==> config.mk <==
export PLATFORM = sky130hd
export DESIGN_NAME = simon_says_seq
export DESIGN_NICKNAME = d
export VERILOG_FILES = /design/src/rtl/simon_says_seq.sv
export SDC_FILE = /design/constraint.sdc
export NUM_CORES = 1
export LEC_CHECK = 0
export BUFFER_PORTS_ARGS = -buffer_cell sky130_fd_sc_hd__buf_2
export CORE_ASPECT_RATIO = 1.4
export CORE_MARGIN = 2
export CORE_UTILIZATION = 30
export CTS_CLUSTER_SIZE = 30
export DETAILED_ROUTE_END_ITERATION = 8
export SYNTH_ARGS = -nofsm -noshare
export SYNTH_HDL_FRONTEND = slang
export SYNTH_SLANG_ARGS = --single-unit
==> constraint.sdc <==
create_clock -name clk -period 2.8 [get_ports clk]
set_input_delay 0.56 -clock clk [delete_from_list [all_inputs] [get_ports clk]]
set_output_delay 0.56 -clock clk [all_outputs]
set_load 0.01 [all_outputs]
==> src/rtl/simon_says_seq.sv <==
// simon_says_seq: Simon-says game core, NBTN buttons/LEDs, LFSR sequence replay and press checking.
// Optional input timeout enabled by defining SIMON_TIMEOUT_EN.
module simon_says_seq #(
  parameter int NBTN     = 4,
  parameter int MAX_LEN  = 15,
  parameter int CNT_W    = 6,
  parameter int SHOW_CYC = 4,
  parameter int GAP_CYC  = 2,
  parameter int TMO_CYC  = 1000
) (
  input  logic             clk,
  input  logic             rst_n,
  input  logic             ena,
  input  logic [NBTN-1:0]  knapp,
  output logic [NBTN-1:0]  show_out,
  output logic             correct_out,
  output logic             fail_out,
  output logic             win_out,
  output logic [CNT_W-1:0] count_out,
  output logic             busy_out
);
  localparam int SW = $clog2(NBTN);
  localparam int TW = $clog2(SHOW_CYC + GAP_CYC + 1);
  typedef enum logic [2:0] {IDLE, SHOW, INPUT, FAIL, WIN} state_t;
  state_t state;
  logic [NBTN-1:0] k_m, k_s, k_q, want;
  logic [15:0] free_lfsr, seed, replay;
  logic [CNT_W-1:0] len, idx, pos;
  logic [TW-1:0] t;
  logic lit, press, tmo_hit;
  if (MAX_LEN < 1 || MAX_LEN > (2 ** CNT_W) - 1 || SHOW_CYC < 1 || GAP_CYC < 1 || TMO_CYC < 1) begin : g_bad_cfg
    $error("simon_says_seq: illegal parameter combination");
  end
  function automatic logic [15:0] step(input logic [15:0] r);
    return {r[14:0], r[15] ^ r[13] ^ r[12] ^ r[10]};
  endfunction
  function automatic logic [NBTN-1:0] sym(input logic [15:0] r);
    return NBTN'(1) << r[SW-1:0];
  endfunction
  assign press = (k_q == '0) && (k_s != '0);
  assign want = sym(replay);
`ifdef SIMON_TIMEOUT_EN
  localparam int OW = $clog2(TMO_CYC + 1);
  logic [OW-1:0] tmo;
  assign tmo_hit = (tmo == OW'(TMO_CYC - 1));
  // Timer runs only while waiting in INPUT; any press restarts the wait.
  always_ff @(posedge clk or negedge rst_n)
    if (!rst_n) tmo <= '0;
    else if (ena) tmo <= (state != INPUT || press) ? '0 : tmo + 1'b1;
`else
  assign tmo_hit = 1'b0;
`endif
  always_ff @(posedge clk or negedge rst_n) begin
    if (!rst_n) begin
      state       <= IDLE;
      k_m         <= '0;
      k_s         <= '0;
      k_q         <= '0;
      free_lfsr   <= 16'hACE1;
      seed        <= '0;
      replay      <= '0;
      len         <= '0;
      idx         <= '0;
      pos         <= '0;
      t           <= '0;
      lit         <= 1'b0;
      show_out    <= '0;
      correct_out <= 1'b0;
      fail_out    <= 1'b0;
      win_out     <= 1'b0;
      count_out   <= '0;
      busy_out    <= 1'b0;
    end else if (ena) begin
      k_m         <= knapp;
      k_s         <= k_m;
      k_q         <= k_s;
      free_lfsr   <= step(free_lfsr);
      correct_out <= 1'b0;
      case (state)
        IDLE, FAIL, WIN: if (press) begin
          seed      <= free_lfsr;
          replay    <= free_lfsr;
          len       <= CNT_W'(1);
          count_out <= '0;
          fail_out  <= 1'b0;
          win_out   <= 1'b0;
          pos       <= '0;
          t         <= '0;
          lit       <= 1'b1;
          show_out  <= sym(free_lfsr);
          busy_out  <= 1'b1;
          state     <= SHOW;
        end
        SHOW: if (lit) begin
          if (t == TW'(SHOW_CYC - 1)) begin
            lit      <= 1'b0;
            t        <= '0;
            show_out <= '0;
          end else t <= t + 1'b1;
        end else if (t == TW'(GAP_CYC - 1)) begin
          t <= '0;
          if (pos == len - 1'b1) begin
            replay   <= seed;
            idx      <= '0;
            busy_out <= 1'b0;
            state    <= INPUT;
          end else begin
            replay   <= step(replay);
            pos      <= pos + 1'b1;
            lit      <= 1'b1;
            show_out <= sym(step(replay));
          end
        end else t <= t + 1'b1;
        INPUT: if (press) begin
          if (k_s != want) begin
            fail_out <= 1'b1;
            state    <= FAIL;
          end else if (idx + 1'b1 == len) begin
            correct_out <= 1'b1;
            count_out   <= len;
            if (len == CNT_W'(MAX_LEN)) begin
              win_out <= 1'b1;
              state   <= WIN;
            end else begin
              len      <= len + 1'b1;
              replay   <= seed;
              pos      <= '0;
              t        <= '0;
              lit      <= 1'b1;
              show_out <= sym(seed);
              busy_out <= 1'b1;
              state    <= SHOW;
            end
          end else begin
            replay <= step(replay);
            idx    <= idx + 1'b1;
          end
        end else if (tmo_hit) begin
          fail_out <= 1'b1;
          state    <= FAIL;
        end
        default: state <= IDLE;
      endcase
    end
  end
endmodule

==> results.tsv <==
stage	metric	value	unit
run_status	status	finished clean	
floorplan	Chip Width	116	um
clock_network	Clock Root Buffer	clkbuf_16	
yosys	mean post-synth cell area	9.84	um2
critical_path	slowest CP cell	o41a_1	
yosys	Post-synth ARST share	100	%
floorplan	full die area	0.0187	mm2
detailed_routing	Avg WL per Cell	15.1	um
timing	fmax	373	MHz
critical_path	worst-path cell chain	ha_4, o21ba_4, a221oi_2, a21oi_1, o41a_1, a221o_1, a2111o_1, o311ai_1	
power_and_ir_drop	maximum vdd drop	0.409	mV
yosys	warning count from the yosys run	0	
grt	largest net degree at the start of global routing	42	
power_and_ir_drop	Sw Share	39.7	%
yosys	Syn Nets	552	
grt	GRT Residual Overflow	0	
timing	fin crit share	95.7	%
power_and_ir_drop	PD cells	1010	mW/mm2
detailed_routing	routed via count	4146	
yosys	post-synth top area share	43.2	%
critical_path	Crit Reg-Reg Startpoint	idx[1]	
power_and_ir_drop	Clock power frac	19.5	%
placement	cell count after placement	790	
floorplan	# rows	57	
placement	gpl congestion	0.832	
yosys	Synth Flop Type	dfrtp_1	
critical_path	CP startpoint kind	register	
timing	final hold violation count	0	
critical_path	Worst path max stage delay	470	ps
detailed_routing	final WL	12200	um
yosys	most common cell in the netlist	nand2_1	
clock_network	cts bufs inserted	9	
timing	Slew headroom	19.4	%
power_and_ir_drop	P_int	3.74	mW
layout	fin cells	808	
yosys	top cells by area, synth	dfrtp_1 43%, mux2_2 7.3%, nand2_1 6.5%	
power_and_ir_drop	sequential power share	38.8	%
critical_path	worst flop-to-flop path endpoint	state[0]	
timing	Setup TNS	0	ps
clock_network	cts hold-fix bufs	0	
yosys	Post-synth EDFFs	0	
critical_path	Critical Path RT	3050	ps
timing	Worst Clk Skew	12.1	ps
detailed_routing	initial drt markers	323	
layout	Layout Nets	583	
yosys	leading area contributor after synthesis	dfrtp_1	
floorplan	Initial Util	30.6	%
grt	vias in the first global route	4325	
layout	Layout area overhead	16.4	%
grt	GRT Util Overall	13.9	%
floorplan	die height	161	um
layout	layout cells sized above 1	23.6	%
critical_path	Setup crit end kind	register	
critical_path	Bufs and invs on worst path	0	
yosys	synthesis-stage register bit count	99	
critical_path	Worst EP arrival	2930	ps
hold_path	HP Class	in2async	
floorplan	IO Pins	21	
yosys	Seq/Total Area, Yosys	47.2	%
grt	first-pass GRT wire length	20900	um
detailed_routing	Final ANT Viol Nets	0	
floorplan	core area	0.0173	mm2
detailed_routing	Pre-antenna DRT Iters	5	
yosys	Cells after Synth	536	
yosys	Commonest cells post-synth	92 x nand2_1, 91 x dfrtp_1, 43 x nor2_1	
clock_network	Clock Sinks	99	
critical_path	Top delay family on crit path	compound AO/OA/AOI/OAI gates	
clock_network	H-tree depth	3	
layout	Filler cells	1794	
grt	antenna violations before repair	0	
power_and_ir_drop	P_leak	2.71	nW
critical_path	largest fanout on the critical path	5	
power_and_ir_drop	Net Sw Power	2.47	mW
yosys	Cell Area, Synth	0.00528	mm2
clock_network	Clock Path Buffers	2	
timing	hold slack	156	ps
detailed_routing	post-DR vias/cell	5.13	
timing	Worst Max-Slew Pin Slew	1200	ps
placement	placed wire-length estimate	8640	um
timing	Final Max Tran Viols	0	
critical_path	Crit Path Category	reg2reg	
timing	Setup-failing EPs final	0	
layout	# diodes	0	
critical_path	r2r setup slk	120	ps
run	maxcap violations	0	
detailed_routing	DRC	0	
clock_network	clk_lat worst skew	350	ps
yosys	Cell variety after synth	69	
critical_path	Register-to-Register Path Depth	8	
placement	PortBufs	20	
timing	crit path time final	2680	ps
clock_network	clock transition at the registers of the reported paths	70	ps
power_and_ir_drop	Gate power share	41.7	%
clock_network	CTS tree	done	
## state kept, by name, indices dropped and copies added, names as in the netlist, 3 cells and up
| name | count |
|---|---|
| free_lfsr | 16 |
| replay | 16 |
| seed | 16 |
| count_out | 6 |
| idx | 6 |
| len | 6 |
| pos | 6 |
| k_m | 4 |
| k_q | 4 |
| k_s | 4 |
| show_out | 4 |
| state | 3 |
| t | 3 |
## cell families (layout without fill, tap and decap cells)
| logic type | Yosys count | in the layout | share of synthesized area (%) |
|---|---|---|---|
| and+or+nand+nor | 198 | 198 | 17.3 |
| AOI/OAI and AO/OA | 112 | 112 | 16.2 |
| DFF | 99 | 99 | 47.2 |
| buffers and inverters | 51 | 87 | 4.27 |
| muxes | 41 | 41 | 8.59 |
| xor gates and xnor gates | 26 | 26 | 4.32 |
| adders and majority gates | 9 | 9 | 2.13 |
## how the worst max path moves through the flow
stage	slack, ps	to	cells past startpoint	start
floorplan	60	count_out[0]	10	idx[0]
global placement	60	show_out[3]	11	len[1]
detailed placement	10	replay[5]	10	idx[1]
CTS	20	replay[5]	10	idx[1]
global route	-30	state[0]	10	len[1]
finish	120	state[0]	8	idx[1]
## per-layer routing
metal	part of all wire (%)	global-route usage (%)	routed length, um	vias to the layer above
li1	-	-	-	1960
met1	41	16.6	4980	2071
met2	53	24.1	6480	88
met3	3.4	2.57	419	27
met4	3.0	6.28	363	0
met5	0	0	0	-
## stage by stage
stage / setup slack [ps] / util (%) / total power [mW] / cell area, um2
6_report: 120 / 35.6 / 6.21 / 6140
5_1_grt: -25.7 / 35.6 / 6.70 / 6140
4_1_cts: 16.9 / 35.2 / 6.22 / 6070
3_5_place_dp: 11.1 / 33.5 / 4.99 / 5790
3_3_place_gp: 62.7 / 33.5 / 4.88 / 5790
2_1_floorplan: 59.3 / - / 4.13 / 5280
## cells in the final DEF (no fill, tap or decap), drive strengths merged, types with 3 or more instances in the layout
cell / instances
xor2: 10
xnor2: 16
o21ai: 25
nor3: 8
nand2b: 5
nand2: 93
nor2: 43
a21oi: 13
nor4: 4
buf: 54
o31ai: 20
nand3b: 4
o41ai: 3
a2111oi: 4
o21a: 3
nor2b: 6
ha: 9
mux2i: 7
dfstp: 8
nand4: 3
a21o: 3
a221oi: 17
dfrtp: 91
or3b: 3
and3: 3
inv: 20
clkbuf: 10
mux2: 34
nand3: 16
## area by class of cell
type / instances / area, um2 / share of cell area, %
Clock inverter: 6 / 46.3 / 0.754
Multi-Input combinational cell: 386 / 2620 / 42.6
Sequential cell: 99 / 2490 / 40.5
Tap cell: 236 / 295 / 4.81
Timing Repair Buffer: 54 / 395 / 6.44
Clock buffer: 10 / 239 / 3.89
Inverter: 17 / 63.8 / 1.04
## power by group through the flow
| stage | clock network (mW) | registers [mW] | logic (mW) |
|---|---|---|---|
| CTS | 1.24 | 2.41 | 2.57 |
| floorplan | 0 | 2.30 | 1.82 |
| detailed placement | 0 | 2.43 | 2.55 |
| finish | 1.21 | 2.41 | 2.59 |
| global placement | 0 | 2.42 | 2.47 |
| global route | 1.30 | 2.49 | 2.90 |
## what timing repair did
action	CTS	global route
setup endpoints to repair	0	28
endpoints found under the hold margin	0	0
gates resized for setup	0	10
buffers inserted	0	2
## worst reg2reg max path: stages (launching register included)
cell,delay [ps]
dfrtp_1,440
ha_4,200
o21ba_4,210
a221oi_2,260
a21oi_1,100
o41a_1,470
a221o_1,410
a2111o_1,400
o311ai_1,100
No activity file was read; power rests on OpenSTA's default activity.
